<file path="src/rtl/apb_regbank_slave_pkg.sv">
// apb_pkg: shared types and helpers for the APB register-bank completer.
//   apb_state_t : completer FSM states
//   ERR_*       : bit positions in the latched error-cause vector
//   apb_geom()  : strobe width and byte-offset bit count for a data width
package apb_pkg;

    typedef enum logic [1:0] {
        IDLE  = 2'd0,
        WAIT  = 2'd1,
        READY = 2'd2
    } apb_state_t;

    localparam int ERR_PROT  = 0;
    localparam int ERR_ALIGN = 1;
    localparam int ERR_RANGE = 2;
    localparam int ERR_RO    = 3;
    localparam int ERR_W     = 4;

    typedef struct packed {
        logic [7:0] strb_w;
        logic [7:0] off_bits;
    } apb_geom_t;

    function automatic apb_geom_t apb_geom(input int dw);
        apb_geom_t g;
        g.strb_w   = 8'(dw / 8);
        g.off_bits = 8'($clog2(dw / 8));
        return g;
    endfunction

endpackage

</file>
<file path="src/rtl/apb_regbank_core.sv">
// apb_regbank_core: register array behind the APB completer.
//   PCLK, PRESETn : clock, async active-low reset
//   i_we          : commit a write this edge to register i_idx
//   i_idx         : write index (latched by the FSM)
//   i_wdata/i_strb: write data and byte-lane enables
//   i_ridx        : combinational read index
//   i_ro          : hardware values for read-only registers
//   o_rdata       : read mux output
//   o_regs        : flattened register contents
//   o_wr_pulse    : one-cycle pulse per register after a committed write
module apb_regbank_core
    import apb_pkg::*;
#(
    parameter int                 DATA_WIDTH = 32,
    parameter int                 NUM_REGS   = 16,
    parameter int                 IDX_W      = 12,
    parameter logic [NUM_REGS-1:0] RO_MASK   = '0
) (
    input  logic                           PCLK,
    input  logic                           PRESETn,
    input  logic                           i_we,
    input  logic [IDX_W-1:0]               i_idx,
    input  logic [DATA_WIDTH-1:0]          i_wdata,
    input  logic [DATA_WIDTH/8-1:0]        i_strb,
    input  logic [IDX_W-1:0]               i_ridx,
    input  logic [NUM_REGS*DATA_WIDTH-1:0] i_ro,
    output logic [DATA_WIDTH-1:0]          o_rdata,
    output logic [NUM_REGS*DATA_WIDTH-1:0] o_regs,
    output logic [NUM_REGS-1:0]            o_wr_pulse
);

    localparam apb_geom_t GEOM   = apb_geom(DATA_WIDTH);
    localparam int        STRB_W = int'(GEOM.strb_w);

    logic [NUM_REGS-1:0][DATA_WIDTH-1:0] w_regs;
    // only the RO slots of i_ro are consumed
    logic [NUM_REGS-1:0][DATA_WIDTH-1:0] w_ro_unused;
    logic [DATA_WIDTH-1:0]               w_rdata;

    assign w_ro_unused = i_ro;

    for (genvar g = 0; g < NUM_REGS; g++) begin : g_reg
        logic w_sel;
        logic r_pulse;

        assign w_sel = i_we && (i_idx == IDX_W'(g));

        always_ff @(posedge PCLK or negedge PRESETn) begin
            if (!PRESETn) r_pulse <= 1'b0;
            else          r_pulse <= w_sel;
        end
        assign o_wr_pulse[g] = r_pulse;

        if (RO_MASK[g]) begin : g_ro
            // no storage: writes are rejected upstream, reads see hardware value
            assign w_regs[g] = w_ro_unused[g];
        end else begin : g_rw
            logic [DATA_WIDTH-1:0] r_q;
            always_ff @(posedge PCLK or negedge PRESETn) begin
                if (!PRESETn) begin
                    r_q <= '0;
                end else if (w_sel) begin
                    for (int b = 0; b < STRB_W; b++)
                        if (i_strb[b]) r_q[b*8 +: 8] <= i_wdata[b*8 +: 8];
                end
            end
            assign w_regs[g] = r_q;
        end
    end

    always_comb begin
        w_rdata = '0;
        for (int i = 0; i < NUM_REGS; i++)
            if (i_ridx == IDX_W'(i)) w_rdata = w_regs[i];
    end

    assign o_rdata = w_rdata;
    assign o_regs  = w_regs;

endmodule

</file>
<file path="src/rtl/apb_regbank_slave.sv">
// apb_regbank_slave: APB4 completer with an internal register bank.
//   PCLK, PRESETn        : bus clock, async active-low reset
//   PSELx/PENABLE/PWRITE : APB control
//   PADDR/PPROT/PWDATA/PSTRB : APB request
//   PRDATA/PREADY/PSLVERR: registered APB response
//   regs_o   : flattened register contents (reg i at [i*DATA_WIDTH +: DATA_WIDTH])
//   ro_in    : hardware values for RO_MASK registers
//   wr_pulse : one-cycle pulse per register after a committed write
// Decode and error evaluation happen only in the setup cycle; the FSM then
// counts wait states and commits writes on the completing edge.
module apb_regbank_slave
    import apb_pkg::*;
#(
    parameter int                  ADDR_WIDTH  = 16,
    parameter int                  DATA_WIDTH  = 32,
    parameter int                  NUM_REGS    = 16,
    parameter logic [1:0]          SLAVE_SEL   = 2'b00,
    parameter int                  WAIT_STATES = 0,
    parameter bit                  PRIV_ONLY   = 1'b0,
    parameter bit                  SECURE_ONLY = 1'b0,
    parameter logic [NUM_REGS-1:0] RO_MASK     = '0
) (
    input  logic                           PCLK,
    input  logic                           PRESETn,
    input  logic                           PSELx,
    input  logic                           PENABLE,
    input  logic                           PWRITE,
    input  logic [ADDR_WIDTH-1:0]          PADDR,
    input  logic [2:0]                     PPROT,
    input  logic [DATA_WIDTH-1:0]          PWDATA,
    input  logic [DATA_WIDTH/8-1:0]        PSTRB,
    output logic [DATA_WIDTH-1:0]          PRDATA,
    output logic                           PREADY,
    output logic                           PSLVERR,
    output logic [NUM_REGS*DATA_WIDTH-1:0] regs_o,
    input  logic [NUM_REGS*DATA_WIDTH-1:0] ro_in,
    output logic [NUM_REGS-1:0]            wr_pulse
);

    localparam apb_geom_t             GEOM       = apb_geom(DATA_WIDTH);
    localparam int                    OFFB       = int'(GEOM.off_bits);
    localparam int                    IDX_W      = ADDR_WIDTH - 2 - OFFB;
    localparam logic [ADDR_WIDTH-1:0] ALIGN_MASK = ADDR_WIDTH'((1 << OFFB) - 1);
    localparam logic [IDX_W:0]        NREGS_C    = (IDX_W+1)'(NUM_REGS);

    apb_state_t            r_state, w_state_nxt;
    logic [3:0]            r_cnt, w_cnt_nxt;
    logic [IDX_W-1:0]      r_idx, w_idx_nxt, w_idx, w_ridx;
    logic [ERR_W-1:0]      r_err, w_err_nxt, w_err;
    logic                  r_write, w_write_nxt;
    logic                  r_ready, w_ready_nxt;
    logic                  r_slverr, w_slverr_nxt;
    logic [DATA_WIDTH-1:0] r_rdata, w_rdata_nxt, w_rdata;
    logic                  w_hit, w_ro, w_we;
    logic                  w_unused_prot;

    assign w_unused_prot = PPROT[2];

    assign w_hit = PSELx && !PENABLE && (PADDR[ADDR_WIDTH-1 -: 2] == SLAVE_SEL);
    assign w_idx = PADDR[ADDR_WIDTH-3:OFFB];

    always_comb begin
        w_ro = 1'b0;
        for (int i = 0; i < NUM_REGS; i++)
            if (RO_MASK[i] && (w_idx == IDX_W'(i))) w_ro = 1'b1;
    end

    assign w_err[ERR_PROT]  = (PRIV_ONLY && !PPROT[0]) || (SECURE_ONLY && PPROT[1]);
    assign w_err[ERR_ALIGN] = |(PADDR & ALIGN_MASK);
    assign w_err[ERR_RANGE] = {1'b0, w_idx} >= NREGS_C;
    assign w_err[ERR_RO]    = PWRITE && w_ro;

    // zero-wait reads are answered on the setup edge, so read from live PADDR there
    assign w_ridx = (r_state == IDLE) ? w_idx : r_idx;

    always_comb begin
        w_state_nxt  = r_state;
        w_cnt_nxt    = r_cnt;
        w_idx_nxt    = r_idx;
        w_err_nxt    = r_err;
        w_write_nxt  = r_write;
        w_ready_nxt  = r_ready;
        w_slverr_nxt = r_slverr;
        w_rdata_nxt  = r_rdata;
        w_we         = 1'b0;
        case (r_state)
            IDLE: begin
                if (w_hit) begin
                    w_idx_nxt   = w_idx;
                    w_err_nxt   = w_err;
                    w_write_nxt = PWRITE;
                    if (WAIT_STATES == 0) begin
                        w_state_nxt  = READY;
                        w_ready_nxt  = 1'b1;
                        w_slverr_nxt = |w_err;
                        w_rdata_nxt  = (PWRITE || (|w_err)) ? '0 : w_rdata;
                    end else begin
                        w_state_nxt = WAIT;
                        w_cnt_nxt   = 4'(WAIT_STATES);
                    end
                end
            end
            WAIT: begin
                if (!PSELx) begin
                    w_state_nxt  = IDLE;
                    w_ready_nxt  = 1'b0;
                    w_slverr_nxt = 1'b0;
                    w_rdata_nxt  = '0;
                end else if (PENABLE) begin
                    if (r_cnt == 4'd1) begin
                        w_state_nxt  = READY;
                        w_ready_nxt  = 1'b1;
                        w_slverr_nxt = |r_err;
                        w_rdata_nxt  = (r_write || (|r_err)) ? '0 : w_rdata;
                    end else begin
                        w_cnt_nxt = r_cnt - 4'd1;
                    end
                end
            end
            READY: begin
                // a dropped PSELx here is an aborted transfer: no commit
                w_state_nxt  = IDLE;
                w_ready_nxt  = 1'b0;
                w_slverr_nxt = 1'b0;
                w_rdata_nxt  = '0;
                w_we         = PSELx && r_write && (r_err == '0);
            end
            default: begin
                w_state_nxt  = IDLE;
                w_ready_nxt  = 1'b0;
                w_slverr_nxt = 1'b0;
                w_rdata_nxt  = '0;
            end
        endcase
    end

    always_ff @(posedge PCLK or negedge PRESETn) begin
        if (!PRESETn) begin
            r_state  <= IDLE;
            r_cnt    <= '0;
            r_idx    <= '0;
            r_err    <= '0;
            r_write  <= 1'b0;
            r_ready  <= 1'b0;
            r_slverr <= 1'b0;
            r_rdata  <= '0;
        end else begin
            r_state  <= w_state_nxt;
            r_cnt    <= w_cnt_nxt;
            r_idx    <= w_idx_nxt;
            r_err    <= w_err_nxt;
            r_write  <= w_write_nxt;
            r_ready  <= w_ready_nxt;
            r_slverr <= w_slverr_nxt;
            r_rdata  <= w_rdata_nxt;
        end
    end

    assign PRDATA  = r_rdata;
    assign PREADY  = r_ready;
    assign PSLVERR = r_slverr;

    apb_regbank_core #(
        .DATA_WIDTH (DATA_WIDTH),
        .NUM_REGS   (NUM_REGS),
        .IDX_W      (IDX_W),
        .RO_MASK    (RO_MASK)
    ) u_core (
        .PCLK       (PCLK),
        .PRESETn    (PRESETn),
        .i_we       (w_we),
        .i_idx      (r_idx),
        .i_wdata    (PWDATA),
        .i_strb     (PSTRB),
        .i_ridx     (w_ridx),
        .i_ro       (ro_in),
        .o_rdata    (w_rdata),
        .o_regs     (regs_o),
        .o_wr_pulse (wr_pulse)
    );

endmodule
</file>
<file path="config.mk">
export PLATFORM = sky130hd
export DESIGN_NAME = apb_regbank_slave
export DESIGN_NICKNAME = d
export VERILOG_FILES = /design/src/rtl/apb_regbank_slave_pkg.sv /design/src/rtl/apb_regbank_core.sv /design/src/rtl/apb_regbank_slave.sv
export SDC_FILE = /design/constraint.sdc
export NUM_CORES = 1
export LEC_CHECK = 0
export ABC_AREA = 1
export BUFFER_PORTS_ARGS = -buffer_cell sky130_fd_sc_hd__buf_2
export CAP_MARGIN = 20
export CORE_AREA = 5 5 434 436
export DETAILED_ROUTE_END_ITERATION = 8
export DIE_AREA = 0 0 439 441
export MAX_ROUTING_LAYER = met4
export PLACE_DENSITY_LB_ADDON = 0.15
export SYNTH_ARGS = -nofsm -noshare
export SYNTH_HDL_FRONTEND = slang
export SYNTH_SLANG_ARGS = --single-unit
</file>
<file path="constraint.sdc">
create_clock -name PCLK -period 3.2 [get_ports PCLK]
set_clock_uncertainty 0.05 [all_clocks]
set_input_delay 0.96 -clock PCLK [delete_from_list [all_inputs] [get_ports PCLK]]
set_output_delay 0.96 -clock PCLK [all_outputs]
set_load 0.03 [all_outputs]
</file>
## Word level (Yosys, flattened, before mapping)

Index checks and enable logic that the tools add are counted.

- Add/sub/neg operators: 1
- $lt $le $gt $ge: 1
- Equal/unequal tests: 36
- Muxes and demuxes: 40
- Bitwise operators: 1
- Reduce and logical (&&, ||, !) cells: 98

Operators with widths:

| cell | count |
|---|---|
| 32-bit 2-to-1 mux | 22 |
| 12-bit by 4-bit == test with 1-bit output, second input constant | 16 |
| 2-bit AND reduction | 65 |
| 12-bit by 3-bit == test with 1-bit output, second input constant | 8 |
| 32-bit case mux with 2 select lines | 1 |
| 12-bit by 2-bit == test with 1-bit output, second input constant | 4 |
| 12-bit by 1-bit == test with 1-bit output, second input constant | 2 |
| 12-bit logical NOT | 2 |
| 1-bit logical AND | 20 |
| 12-bit by 5-bit >= comparator with 1-bit output, second input constant | 1 |
| 12-bit 2-to-1 mux | 1 |
| 1-bit 2-to-1 mux | 9 |
| 2-bit 2-to-1 mux | 4 |
| 3-bit != test, second input constant | 2 |
| 4-bit by 1-bit == test with 1-bit output, second input constant | 1 |
| 2-bit logical NOT | 2 |
| 4-bit logical NOT | 1 |
| 1-bit case mux with 2 select lines | 2 |
| 2-bit case mux with 2 select lines | 1 |
| 4-bit AND reduction | 1 |
| 2-bit OR reduction | 2 |
| 4-bit by 1-bit subtractor with 4-bit output, second input constant | 1 |
| 3-bit AND reduction | 1 |
| 3-bit OR reduction | 1 |
| 6 further kinds | 7 |

- Flip-flop bits (word level): 583
- Bits of input ports: 572
- Output and inout port bits: 562
- Word-level logic and storage cells: 265

## Longest topological paths before layout

Gate-level depths: netlist of run 1.

- Word-level depth: 24
- Mapped depth: 20
- Mapped depth without buffers: 19

## Hierarchy

From an unflattened synthesis of run 1, not the netlist that was laid out.

- Cell total of the unflattened synthesis: 2960
- Area total of the unflattened synthesis: 25379.3 um^2

By module, submodules not included:

| module | times used | cells an instance | area an instance (um^2) | seq. area each (um^2) |
|---|---|---|---|---|
| apb_regbank_core | 1 | 2710 | 23143.4 | 13212.7 |
| apb_regbank_slave | 1 | 250 | 2235.9 | 1226.2 |

## Worst setup path before layout of run 1

OpenSTA, ideal clock, no wires.

- Path kind: input to register
- Start: input port PADDR[6]
- End: register r_rdata[9] (netlist: PRDATA[9])
- Setup time: 0.117 ns
- Data arrival time: 2.487 ns
- Required time: 3.033 ns
- Slack: 0.546 ns
- Stages: 17
- Path buffers: 1
- Cells stage by stage: nor2_1 > nand2_1 > nand2_1 > nand2_1 > nor2_1 > inv_1 > nor2_4 > inv_2 > buf_2 > nor2_1 > nor2_1 > o21ai_1 > nand4_1 > nand2_1 > nand4_1 > nand2_1 > nand2_1

- Cells in the longest elaborated chain, start to end: 23
- Elaborated cells on any way between the ends: 43
- Those cells by class: order compare (1); eq/ne (15); mux (24); reduce/logical (3)

Ends and longest elaborated chain:

| item | line | source |
|---|---|---|
| start, declared | apb_regbank_slave.sv:28 | `input logic [ADDR_WIDTH-1:0] PADDR,` |
| 12-bit 2-to-1 mux | apb_regbank_slave.sv:74 | `assign w_ridx = (r_state == IDLE) ? w_idx : r_idx;` |
| 12-bit logical NOT | apb_regbank_core.sv:74 | `if (i_ridx == IDX_W'(i)) w_rdata = w_regs[i];` |
| 32-bit 2-to-1 mux (16 in a row) | apb_regbank_core.sv:74 |  |
| 32-bit 2-to-1 mux | apb_regbank_slave.sv:114 | `w_rdata_nxt = (r_write \|\| (\|r_err)) ? '0 : w_rdata;` |
| 32-bit 2-to-1 mux | apb_regbank_slave.sv:110 | `if (r_cnt == 4'd1) begin` |
| 32-bit 2-to-1 mux | apb_regbank_slave.sv:109 | `end else if (PENABLE) begin` |
| 32-bit 2-to-1 mux | apb_regbank_slave.sv:104 | `if (!PSELx) begin` |
| 32-bit case mux with 2 select lines (*) | apb_regbank_slave.sv:86 | `case (r_state)` |
| end signal, assigned | apb_regbank_slave.sv:155 | `r_rdata <= w_rdata_nxt;` |
| end, declared | apb_regbank_slave.sv:53 | `logic [DATA_WIDTH-1:0] r_rdata, w_rdata_nxt, w_rdata;` |

Mark *: on every way between the ends. The rest lies on a longest branch, timed or not. The select of a mux whose other input is x is not followed.
A chain may end at the register's enable or synchronous reset.

==> impl_results.md, run 1 <==
- Status: finished clean
- Leak: 18.3 nW
- Path type of the worst setup path: reg -> reg
- Clock Path Buffers: 3
- Startpoint Class: flop
- H-tree level count: 3
- Routed wire length: 152000 um
- Adder-cell area share of the yosys netlist: 0%
- Clock Tree Root: clkbuf_16
- Routed WL per cell: 23.7 um
- Final Hold Viols: 0
- Vias per cell: 3.78
- 1st-pass router iterations: 6
- Core box area: 184000 um^2
- Die Span Y: 441 um
- Final Non-Filler Cells: 6429
- Initial antenna violation count: 14
- Clk sinks: 577
- Hold buffers post-CTS: 0
- Synth Instances: 3076
- Worst-Margin Slew: 849 ps
- RePlAce Congestion: 0.829
- Initial core utilization: 13.8%
- Ys async rst share: 100%
- Fin util: 20.2%
- Seq/Total Area, Yosys: 56.9%
- Mapped cell area: 25400 um^2
- Largest family of logic cells by synthesized area: simple AND/OR/NAND/NOR gates
- Post-synth EDFFs: 0
- Place WS: -710 ps
- Yosys cell types: 33
- Fraction of synthesized area in multiplexers: 0%
- Worst vdd ir: 0.445 mV
- Logic pwr share: 11.6%
- PD cells: 520 nW/um^2
- Min Tclk post-route: 3050 ps
- WP data arrival: 3570 ps
- Pint: 13.9 mW
- Slew Limit Fails: 0
- Initial DRC count: 1747
- Setup WS post-layout: 149 ps
- Post-DP HPWL: 122000 um
- Vias in the first global route: 23700
- DP Cell Count: 6275
- IO Port Bufs: 618
- Final setup fails: 0
- Sequential share of power: 39.1%
- CTS tree: yes
- Final non-filler cell area: 37200 um^2
- Max Fclk: 328 MHz
- Seq cells post-synth: 577
- Yosys Warn Count: 0
- CTS Buf Count: 80
- Site Rows: 158
- Post-DP Area: 34000 um^2
- First-pass GRT wire length: 206000 um
- Switching share of power: 28.3%
- DRC: 0
- Largest net degree at the start of global routing: 99
- Final clock period utilization by the worst path: 95.4%
- Overflow after GRT: 0
- Crit. End Element: flop
- Smallest hold slack: 94.6 ps
- Worst EP required: 3720 ps
- Area growth syn-to-layout: 46.5%
- Synth Area in Simple Gates: 25.2%
- Clock latency on the worst-skew pair: 700 ps
- Die ar.: 194000 um^2
- I/O Pins: 1134
- Normalized max-slew margin: 43.4%
- RSZ-0062 raised after global routing: true
- Synth Area in XOR/XNOR: 0%
- Power share of the clock group: 49.3%
- Detail Route Antenna Nets: 0
- Global Route Usage Sum: 15.7%
- Share of cells above drive strength 1: 29.7%
- Syn nets: 3648
- Sw power: 5.46 mW
- Post-synth top flop: dfrtp_1
- Post-synthesis compound-gate area fraction: 12.4%
- Die width: 439 um
- CP max FO: 15
- Min-Delay Path Class: in -> async
- Final Net Count: 4459
- Clock-pin slew of the registers on the worst-case setup and hold paths: 60 ps
- Maxcap violations: 0
- Syn Area/Cell: 8.25 um^2
- Vias: 24300
## path summary, 6_finish.rpt
check                      startpoint                             to  slack [ps]  depth (start not counted)
setup / recovery               PREADY                      PRDATA[2]         150                         20
max in group asynchronous     PRESETn  u_core.g_reg[10].g_rw.r_q[30]        2050                          2
setup reg to reg               PREADY                      PRDATA[2]         150                         20
hold / removal                PRESETn   u_core.g_reg[3].g_rw.r_q[31]          90                          1
hold reg to reg               PSLVERR                        PSLVERR         430                          2
min in group PCLK             PSLVERR                        PSLVERR         430                          2
## through the flow
step / setup TNS (ps) / total power, mW
6_report: 0 / 19.3
5_1_grt: -259 / 20.1
4_1_cts: -0.250 / 19.6
3_5_place_dp: -22380 / 9.76
3_3_place_gp: -23210 / 9.76
2_1_floorplan: 0 / 8.56
## state kept, by name, summed over array words and instances (netlist names)
signal             flops
PRDATA                32
PREADY                 1
PSLVERR                1
r_err                  2
r_idx                 12
r_write                1
u_core.g.g_rw.r_q    512
u_core.g.r_pulse      16
## logic make-up (layout without fill, tap and decap cells)
family	Yosys count	after routing
AND/OR/NAND/NOR	1556	1556
flip-flops	577	577
other	0	3
buffers and inverters	329	1199
AO/OA/AOI/OAI	614	614
## Yosys cell counts (8+ instances only)
master     count  area share (%)
nor2_2        19            0.47
dfrtp_1      577              57
nor3_1        12            0.24
buf_4         21            0.62
nand2_1     1084              16
buf_6          8            0.36
o21ai_1        8            0.16
inv_2         10            0.15
inv_1        128             1.9
clkbuf_1     128             1.9
nor2_1       240             3.6
buf_1          9            0.13
nand2_2       11            0.27
nor2_4         8            0.36
buf_2         24            0.47
nand4_1      102             2.5
a21oi_1       60             1.2
nand3_1       69             1.4
o2111ai_1      8            0.28
o21ai_0      527              10
## power by group through the flow
stage	Combinational, mW	Sequential (mW)	Clock [mW]
final	2.23	7.56	9.52
after global routing	2.46	7.58	10.1
after global placement	2.09	7.67	0
after CTS	2.13	7.54	9.90
after detailed placement	2.09	7.67	0
after floorplan	0.826	7.74	0
## cell usage in the layout (no fill, tap or decap), drive strengths merged, types with 62 or more instances in the layout
| cell | instances |
|---|---|
| o21ai | 537 |
| buf | 919 |
| inv | 143 |
| nand4 | 103 |
| nand2 | 1097 |
| nor2 | 268 |
| a21oi | 62 |
| clkbuf | 111 |
| dfrtp | 577 |
| nand3 | 70 |
## layout make-up
type	count	area, um^2
clock inverter	30	434
antenna	3	7.51
inverter	139	527
tap	2480	3100
multi-input combinational	2170	9880
sequential	577	14400
fill	20800	147000
clock buffer	111	2290
timing repair buffer	919	6500
## timing repair
item | CTS | global route
setup buffers | 0 | 11
endpoints found under the setup margin | 27 | 130
resized for setup | 15 | 78
pin swaps | 1 | 31
## routing by layer
layer  track usage (%)  wire (um)  part of all wire [%]
met2              27.2      77500                    51
met1              18.3      62100                    41
met3              2.42       6150                   4.0
met5                 -          0                     0
met4              6.25       6440                   4.2
## critical path, stage by stage (launching register included)
cell and delay (ps):
dfrtp_2 470, buf_6 160, nand2_1 70, nand2_2 80
nand2_4 110, nor2_8 60, nand2_4 80, buf_12 150
buf_4 120, inv_1 90, buf_4 180, nand2_1 60
nand3_1 90, nor2_2 130, nand4_1 180, nor2_2 200
nand4_1 180, nand2_1 140, nand4_1 150, nand2_1 100
nand2_1 50
No activity file was read; power rests on OpenSTA's default activity.
==> run 2, diff against run 1 <==
- REMOVE_ABC_BUFFERS: unset -> 1
- SKIP_CTS_REPAIR_TIMING: unset -> 1
==> impl_results.md, run 2 (synthesis gave the netlist of run 1 again) <==
- Clock Path Buffers: 3
- CP startpoint: PREADY
- Worst-Margin Slew: 868 ps
- Detail Route Antenna Nets: 0
- Site Rows: 158
- Routed wire length: 160000 um
- Final setup fails: 0
- PD cells: 517 nW/um^2
- Sequential Area: 14400 um^2
- Initial core utilization: 13.8%
- Initial DRC count: 1637
- Clock Tree Root: clkbuf_16
- RSZ-0062 raised after global routing: false
- Routed WL per cell: 24.8 um
- Die width: 439 um
- Final Hold Viols: 0
- I/O Pins: 1134
- Overflow after GRT: 0
- IO Port Bufs: 618
- Post-DP HPWL: 124000 um
- Slew Limit Fails: 0
- Global Route Usage Sum: 16.5%
- Final Net Count: 4454
- Clock latency on the worst-skew pair: 700 ps
- Max reg flops: 512
- Worst R2R Path Depth: 20
- Status: finished clean
- First-pass GRT wire length: 213000 um
- H-tree level count: 3
- CTS Buf Count: 83
- WP data arrival: 3490 ps
- R2R Setup Slk: 230 ps
- Maxcap violations: 0
- Leading cell type in the layout, fill and taps excluded: nand2_1
- 1st-pass router iterations: 5
- Fillers: 20800
- Setup tns final: 0 ps
- Biggest register: u_core.g.g_rw.r_q
- Leak: 18.3 nW
- Normalized max-slew margin: 42.2%
- Most frequent cells in the layout: 1083 x nand2_1, 617 x buf_2, 576 x dfrtp_1, 527 x o21ai_0, 231 x nor2_1
- CTS tree: yes
- Total design power: 19.2 mW
- Clock-pin slew of the registers on the worst-case setup and hold paths: 60 ps
- Largest net degree at the start of global routing: 53
- Worst vdd ir: 0.310 mV
- DRC: 0
- Area growth syn-to-layout: 46.5%
- Min Tclk post-route: 2970 ps
- Core box area: 184000 um^2
- Clk sinks: 577
- Die ar.: 194000 um^2
- Startpoint Class: flop
- CP max FO: 8
- Vias per cell: 3.78
- Vias: 24300
- Die Span Y: 441 um
- Max Fclk: 336 MHz
- Initial antenna violation count: 26
- Footprint of the multi-input gates: 9630 um^2
- Min-Delay Path Class: in -> async
- Vias in the first global route: 23900
- Share of cells above drive strength 1: 28.2%
- Final clock period utilization by the worst path: 93.0%
- Crit. End Element: flop
- Path type of the worst setup path: reg -> reg
- RePlAce Congestion: 0.792
- Worst EP required: 3720 ps
- R2R Path Start: PREADY
==> run 2: cell count changes in the layout (fill, tap and decap cells not counted), moves of 5 or more <==
cell,previous run,this run
nand2_4,9,2
nand3_2,7,2
nand2_1,1069,1083
buf_6,8,0
clkbuf_1,14,22
nand2_2,18,12
nand3_1,62,68
buf_4,204,181
buf_12,87,112
nor2_2,36,20
nor2_1,211,231
==> run 2: path summary, 6_finish.rpt <==
check	endpoint
max in group asynchronous	u_core.g_reg[6].g_rw.r_q[3]
hold / removal	PRDATA[15]
setup / recovery	PRDATA[26]
hold reg to reg	PRDATA[24]
setup reg to reg	PRDATA[26]
min in group PCLK	PRDATA[24]
==> run 2: cell type report <==
class | instances | share of cell area [%]
Antenna cell | 3 | 0.0202
Sequential cell | 577 | 38.8
Timing Repair Buffer | 911 | 18.0
Clock buffer | 125 | 6.58
Clock inverter | 24 | 0.862
Tap cell | 2480 | 8.35
Inverter | 139 | 1.42
Multi-Input combinational cell | 2170 | 25.9
==> run 2: power by group <==
group          switching, mW  leakage, nW  internal [mW]  total (mW)
registers             0.0934         8.03           7.44        7.54
clock network           3.79         1.36           5.75        9.54
logic                   1.54         8.94          0.609        2.14
total                   5.42         18.3           13.8        19.2
==> run 2: per-layer routing <==
| metal | track usage [%] | vias up | wire length (um) |
|---|---|---|---|
| met4 | 7.35 | 0 | 7650 |
| met5 | - | - | 0 |
| li1 | - | 11600 | - |
| met3 | 3.39 | 209 | 8340 |
| met1 | 18.6 | 11800 | 63100 |
| met2 | 28.2 | 632 | 80500 |
==> run 2: metrics by stage <==
stage | instance area (um^2) | hold WS (ps) | instances | util [%] | setup WS, ps
4_1_cts | 37100 | 188 | 6420 | 20.1 | -5.73
5_1_grt | 37200 | 203 | 6429 | 20.2 | 6.01
3_3_place_gp | 34300 | 409 | 6271 | 18.6 | -468
2_1_floorplan | 24500 | 393 | 2886 | - | -1120
6_report | 37200 | 206 | 6429 | 20.2 | 225
3_5_place_dp | 34300 | 410 | 6271 | 18.6 | -485
==> run 2: critical path, cell delays in order, from the launching register on <==
cell        delay (ps)
dfrtp_2            440
buf_4              190
nand2_1             70
nand2_1             90
nand2_2            150
buf_12             130
nor2_8              50
nand2_4            150
clkinvlp_4         240
buf_4              220
buf_4              150
nand2_1             60
nand4_1            200
nand2_1            150
nand3_1             90
nand2_1             80
nand3_1             70
nand2_1             80
nand4_1             90
nand2_1             70
nand2_1             40
